$ cat src/rtl/demux1to4_32b_reg_pkg.sv
// Shared constants and helpers for the registered 1-to-4 datapath demultiplexer.
package demux1to4_32b_reg_pkg;

  localparam int unsigned INTERNAL_BITS = 32;
  localparam int unsigned NUM_SLOTS     = 4;
  localparam int unsigned SEL_W         = 2;

  // One-hot destination vector for a slot select.
  function automatic logic [NUM_SLOTS-1:0] sel_onehot(input logic [SEL_W-1:0] sel);
    return NUM_SLOTS'(1) << sel;
  endfunction

endpackage

$ cat src/rtl/demux1to4_32b_reg_out_slot.sv
// One-entry valid/ready holding register; a load in the same cycle as a drain
// replaces the outgoing word with no bubble.
module out_slot #(
  parameter int unsigned DATA_W = 32
) (
  input  logic              clk,
  input  logic              rst_n,
  input  logic              load,
  input  logic [DATA_W-1:0] in_data,
  input  logic              out_ready,
  output logic              full,
  output logic [DATA_W-1:0] data
);

  always_ff @(posedge clk or negedge rst_n) begin
    if (!rst_n) begin
      full <= 1'b0;
      data <= '0;
    end else if (load) begin
      full <= 1'b1;
      data <= in_data;
    end else if (full && out_ready) begin
      full <= 1'b0;
    end
  end

endmodule

$ cat src/rtl/demux1to4_32b_reg.sv
// Registered 1-to-4 demultiplexer: steers each accepted word into one of four
// independently draining one-entry output slots.
module demux1to4_32b_reg
  import demux1to4_32b_reg_pkg::*;
#(
  parameter int unsigned DATA_W = INTERNAL_BITS
) (
  input  logic                 clk,
  input  logic                 rst_n,
  input  logic                 in_valid,
  output logic                 in_ready,
  input  logic [DATA_W-1:0]    in_data,
  input  logic [SEL_W-1:0]     in_sel,
  output logic [NUM_SLOTS-1:0] out_valid,
  input  logic [NUM_SLOTS-1:0] out_ready,
  output logic [DATA_W-1:0]    out_data0,
  output logic [DATA_W-1:0]    out_data1,
  output logic [DATA_W-1:0]    out_data2,
  output logic [DATA_W-1:0]    out_data3,
  output logic                 busy
);

  logic [NUM_SLOTS-1:0] slot_full;
  logic [NUM_SLOTS-1:0] slot_load;
  logic [DATA_W-1:0]    slot_data [NUM_SLOTS];
  logic                 accept;

  // Only the addressed slot can stall the producer.
  assign in_ready  = !slot_full[in_sel] || out_ready[in_sel];
  assign accept    = in_valid && in_ready;
  assign slot_load = accept ? sel_onehot(in_sel) : '0;

  for (genvar k = 0; k < NUM_SLOTS; k++) begin : g_slot
    out_slot #(
      .DATA_W (DATA_W)
    ) u_slot (
      .clk       (clk),
      .rst_n     (rst_n),
      .load      (slot_load[k]),
      .in_data   (in_data),
      .out_ready (out_ready[k]),
      .full      (slot_full[k]),
      .data      (slot_data[k])
    );
  end

  assign out_valid = slot_full;
  assign out_data0 = slot_data[0];
  assign out_data1 = slot_data[1];
  assign out_data2 = slot_data[2];
  assign out_data3 = slot_data[3];
  assign busy      = |slot_full;

endmodule

$ cat config.mk
export PLATFORM = sky130hd
export DESIGN_NAME = demux1to4_32b_reg
export DESIGN_NICKNAME = d
export VERILOG_FILES = /design/src/rtl/demux1to4_32b_reg_pkg.sv /design/src/rtl/demux1to4_32b_reg_out_slot.sv /design/src/rtl/demux1to4_32b_reg.sv
export SDC_FILE = /design/constraint.sdc
export NUM_CORES = 1
export LEC_CHECK = 0
export CAP_MARGIN = 0
export CORE_MARGIN = 2
export CORE_UTILIZATION = 45
export DETAILED_ROUTE_END_ITERATION = 7
export PLACE_DENSITY = 0.8
export SLEW_MARGIN = 5
export SYNTH_ARGS = -nofsm -noshare
export SYNTH_HDL_FRONTEND = slang
export SYNTH_SLANG_ARGS = --single-unit
$ cat constraint.sdc
create_clock -name clk -period 1.55 [get_ports clk]
set_input_delay 0.2325 -clock clk [delete_from_list [all_inputs] [get_ports clk]]
set_output_delay 0.2325 -clock clk [all_outputs]
set_load 0.01 [all_outputs]
==> results of run 1 <==
## cells in the mapped netlist (4+ instances only)
library cell and instances:
buf_2 5, buf_4 4, buf_6 9, nand2_1 5
mux2_2 123, dfrtp_1 132, nand2b_1 4, mux2_1 5
## worst paths after layout
path                                      startpoint  depth (start not counted)                        end  slack (ns)
max                            g_slot[3].u_slot.full                          3                   in_ready       -0.30
min                                            rst_n                          2   g_slot[3].u_slot.data[4]        0.22
max reg2reg                    g_slot[1].u_slot.full                          6  g_slot[1].u_slot.data[14]       -0.08
min reg2reg                g_slot[2].u_slot.data[15]                          1  g_slot[2].u_slot.data[15]        0.49
max in group asynchronous                      rst_n                          3   g_slot[1].u_slot.data[2]        0.76
min in group clk                         in_data[23]                          2  g_slot[1].u_slot.data[23]        0.42
## registers in the layout, indices dropped and copies added, names as in the netlist
register,cells
g_slot.u_slot.full,4
g_slot.u_slot.data,128
## through the flow
step                worst slack, ns  cells   util  hold slack, ns
floorplan                     0.169    297      -         -0.0631
CTS                          -0.334    650  0.721           0.210
finish                       -0.304    656  0.732           0.223
global route                 -0.374    656  0.732           0.249
global placement             -0.453    609  0.647           0.212
detailed placement           -0.493    609  0.647           0.227
## cell families after synthesis
group / after synthesis / share of synthesized area
flops: 132 / 0.656
simple gates: 16 / 0.0206
compound gates: 1 / 0.000993
buf+inv: 19 / 0.0320
mux: 129 / 0.291
## per-layer routing
metal,global-route usage,vias to the layer above,share of wire
met5,0,-,0
met4,0.0904,0,0.012
met3,0.0830,13,0.071
met2,0.367,123,0.50
met1,0.279,1720,0.41
li1,-,1469,-
## repair_timing
item                                    4_1_cts  5_1_grt
hold buffers                                  1        0
endpoints found under the setup margin      166       80
pin swaps                                     0        0
gates resized for setup                     183        6
gates cloned                                  3        4
buffers inserted                              5        5
hold endpoints to repair                     30        0
## worst reg2reg max path, stage by stage, from the launching register on
cell      delay (ns)
dfrtp_1         0.39
nand2b_1        0.11
buf_4           0.12
nor3b_4         0.23
buf_6           0.17
buf_12          0.16
mux2_4          0.32
## power groups by stage
stage	clock, mW	sequential [mW]	combinational [mW]
2_1_floorplan	0	4.90	0.746
3_3_place_gp	0	4.56	2.93
3_5_place_dp	0	4.60	3.00
4_1_cts	4.73	4.53	2.68
5_1_grt	4.89	4.62	2.86
6_report	4.65	4.53	2.68
## final cells by class
type                    instances  area share
clock buffers                  20      0.0559
repair buffers                206       0.262
clock inverters                12      0.0312
well taps                     140      0.0220
flip-flops and latches        132       0.414
multi-input cells             146       0.215
==> results.json, run 1 <==
{
  "status": "complete, but fails checks",
  "violations": "negative setup slack",
  "seq_area_sq_mm": 0.00330,
  "ys_seq_area_frac": 0.656,
  "multi_input_area_sq_mm": 0.00171,
  "wl_per_cell_microns": 20.6,
  "synth_top_area_share": 0.656,
  "viasPerCell": 5.07,
  "die_h_microns": 110,
  "relSlewSlack": 0.674,
  "grt_pass1_vias": 3529,
  "antenna_found_initial": 0,
  "yosys.area.top_type": "dfrtp_1",
  "dpl-instance-area_sq_mm": 0.00704,
  "crit_path_start_kind": "register",
  "cp_data_arrival_time_ns": 1.62,
  "layout-drive-gt1-share": 0.384,
  "routed_wl_mm": 13.5,
  "cts-root-buf": "clkbuf_8",
  "tns_ns": -2.51,
  "slowest_delay_ns": 0.50,
  "finClkSkew_ns": 0.00615,
  "final_common_cell": "dfrtp_1",
  "ys.flop_type": "dfrtp_1",
  "io_buffer_count": 174,
  "cts_buffers": 17,
  "fp.dieW_microns": 110,
  "leakage_nw": 3.72,
  "fmax_ghz": 0.539,
  "drt_iter0_drc": 98,
  "grt_pass1_wl_mm": 19.8,
  "crit_path_max_fanout": 3,
  "finalCritPeriodShare": 1.20,
  "design_area_sq_mm": 0.00798,
  "routabilityCongestion": 0.764,
  "min_period_ns": 1.85,
  "slowest_stage": "mux4_2",
  "hold_violations": 0,
  "crit_chain": "nand2b_1 -> mux4_2 -> buf_6",
  "powerDensity_mw_per_mm2": 1490,
  "combinationalPowerShare": 0.226,
  "htreeDepth": 4,
  "layout_common_cells": "dfrtp_1, dlygate4sd2_1, mux2_2",
  "clock_latency_ns": 0.51,
  "dieArea_sq_mm": 0.0121,
  "firstDrtPassIters": 4,
  "ys_types": 18,
  "tightestPinTransition_ns": 0.488,
  "synth_cells": 297,
  "hpwl_mm": 8.44,
  "cts_tree": "done",
  "syn_to_final_growth_pct": 58.3,
  "drc": 0,
  "fill_cells": 731,
  "synth-edff-count": 0,
  "clock-sinks": 132,
  "core-area_sq_mm": 0.0109,
  "netlist_top_cells_area": "dfrtp_1, mux2_2, buf_6",
  "syn_area_sq_mm": 0.00504,
  "ant_nets": 0,
  "worst-setup-path-type": "reg2out",
  "crit_family": "multiplexers",
  "clk_pin_slew_ns": 0.06,
  "p_seq_frac": 0.382,
  "syn_nets": 338,
  "grt_max_degree": 37,
  "hold_class": "in2async",
  "antennaDiodeCount": 0,
  "cap_violations": 0,
  "nNetsFinal": 544,
  "avgSynthCellArea_sq_um": 17.0,
  "vias": 3325,
  "clock_path_buffers": 2,
  "ys_seq_elements": 132,
  "synth_warnings": 0,
  "worstPathRequired_ns": 1.32,
  "crit_path_end_kind": "output pin",
  "p_total_mw": 11.9,
  "power.share.clock": 0.392,
  "power.switching_mw": 2.97,
  "swShare": 0.250,
  "gr-total-overflow": 0,
  "finalWorstSetupSlack_ns": -0.304,
  "intPower_mw": 8.89,
  "start_util": 0.463,
  "rsz0062_at_grt": "true",
  "track_usage": 0.228,
  "ios": 175,
  "rows": 38,
  "worst-path-buf-inv": 1,
  "ir_drop_mv": 0.808,
  "ys_async_sr_fraction": 1.00,
  "setup_violations": 37,
  "slew_viol_final": 0
}
No activity file was read; power rests on OpenSTA's default activity.
==> inputs of run 2 (changes only) <==
- REMOVE_ABC_BUFFERS: unset -> 1
==> results.json, run 2 (synthesized netlist as in run 1, its figures left out) <==
{
  "p_total_mw": 11.2,
  "slowest_stage": "mux4_2",
  "largest_reg_flops": 128,
  "finalCritPeriodShare": 1.18,
  "gr-total-overflow": 0,
  "layout_common_cells": "dfrtp_1, dlygate4sd2_1, mux2_2",
  "start_util": 0.463,
  "antennaDiodeCount": 0,
  "violations": "negative setup slack",
  "tightestPinTransition_ns": 0.485,
  "fp.dieW_microns": 110,
  "cts-root-buf": "clkbuf_8",
  "highest-signal-layer": "met4",
  "final_common_cell": "dfrtp_1",
  "routed_wl_mm": 13.3,
  "die_h_microns": 110,
  "ios": 175,
  "hold_class": "in2async",
  "vias": 3320,
  "crit_path_start_kind": "register",
  "drc": 0,
  "wl_met3_mm": 1.01,
  "regMostFlops": "g_slot.u_slot.data",
  "cts_tree": "done",
  "finalWorstSetupSlack_ns": -0.276,
  "slew_viol_final": 0,
  "min_period_ns": 1.83,
  "dieArea_sq_mm": 0.0121,
  "grt_pass1_vias": 3596,
  "htreeDepth": 4,
  "clock_latency_ns": 0.50,
  "crit_path_max_fanout": 3,
  "finClkSkew_ns": 0.00571,
  "ir_drop_mv": 0.978,
  "hold_violations": 0,
  "syn_to_final_growth_pct": 55.6,
  "clock_path_buffers": 2,
  "clk_pin_slew_ns": 0.06,
  "leakage_nw": 3.67,
  "grt_max_degree": 33,
  "clock-sinks": 132,
  "routabilityCongestion": 0.741,
  "worst-setup-path-type": "reg2out",
  "drt-met1-wl_mm": 5.50,
  "nNetsFinal": 543,
  "grt_pass1_wl_mm": 19.3,
  "io_buffer_count": 174,
  "crit_path_end_kind": "output pin",
  "slowest_delay_ns": 0.48,
  "drt_iter0_drc": 105,
  "cp_data_arrival_time_ns": 1.59,
  "cts_buffers": 17,
  "worstPathRequired_ns": 1.32,
  "dp_slack_ns": -0.436,
  "layout-drive-gt1-share": 0.377,
  "wl_met2_mm": 6.68,
  "reg_top3": "g_slot.u_slot.data x128, g_slot.u_slot.full x4",
  "rsz0062_at_grt": "true",
  "firstDrtPassIters": 4,
  "status": "complete, but fails checks",
  "design_area_sq_mm": 0.00784,
  "track_usage": 0.220,
  "wl_per_cell_microns": 20.3,
  "tns_ns": -0.519,
  "dpl-instance-area_sq_mm": 0.00706,
  "relSlewSlack": 0.677,
  "rows": 38,
  "powerDensity_mw_per_mm2": 1430,
  "viasPerCell": 5.08,
  "ant_nets": 0,
  "cap_violations": 0,
  "fmax_ghz": 0.548,
  "setup_violations": 4,
  "antenna_found_initial": 0,
  "core-area_sq_mm": 0.0109,
  "hpwl_mm": 8.59,
  "crit_chain": "nand2b_1 -> mux4_2 -> buf_6"
}
run 2: report_power, final:
part	switching (mW)	total, mW	internal [mW]
Combinational	1.14	2.69	1.55
Sequential	0.367	4.53	4.17
Clock	1.40	3.96	2.56
Total	2.91	11.2	8.27
run 2: final timing paths:
kind	startpoint	end	slack [ns]	depth (start not counted)
worst min register to register	g_slot[2].u_slot.data[15]	g_slot[2].u_slot.data[15]	0.48	1
worst min-delay path	rst_n	g_slot[2].u_slot.data[27]	0.23	2
min in group clk	in_valid	g_slot[3].u_slot.full	0.43	3
worst max register to register	g_slot[1].u_slot.full	g_slot[1].u_slot.data[2]	-0.01	6
max in group asynchronous	rst_n	g_slot[0].u_slot.data[14]	0.75	3
worst max-delay path	g_slot[3].u_slot.full	in_ready	-0.28	3
run 2: layout make-up:
type                            count  area [sq um]
Tap cell                          140           175
Clock buffer                       22           463
Clock inverter                      9           128
Fill cell                         751          3050
Timing Repair Buffer              205          2020
Sequential cell                   132          3300
Multi-Input combinational cell    146          1750
run 2: worst max-delay path: cells and delay by family, from the launching register on:
family	cells	cell delay (ns)
muxes	1	0.48
DFF	1	0.39
and+or+nand+nor	1	0.09
buffers and inverters	1	0.14
run 2: metal layers:
metal,global-route usage,vias to the layer above
met3,0.0848,9
met1,0.268,1732
met4,0.0624,0
met2,0.363,121
met5,0,-
li1,-,1458
run 2: metrics by stage:
stage,hold WS [ns],cells,utilization
2_1_floorplan,-0.0631,278,-
3_3_place_gp,0.216,614,0.649
3_5_place_dp,0.219,614,0.649
4_1_cts,0.220,652,0.705
5_1_grt,0.272,654,0.720
6_report,0.231,654,0.720
run 2: repair_timing:
action,4_1_cts,5_1_grt
endpoints found under the setup margin,166,85
setup buffers,4,2
gates resized for setup,167,28
endpoints found under the hold margin,26,0
cloned,2,3
pin swaps,1,0
hold buffers,1,0
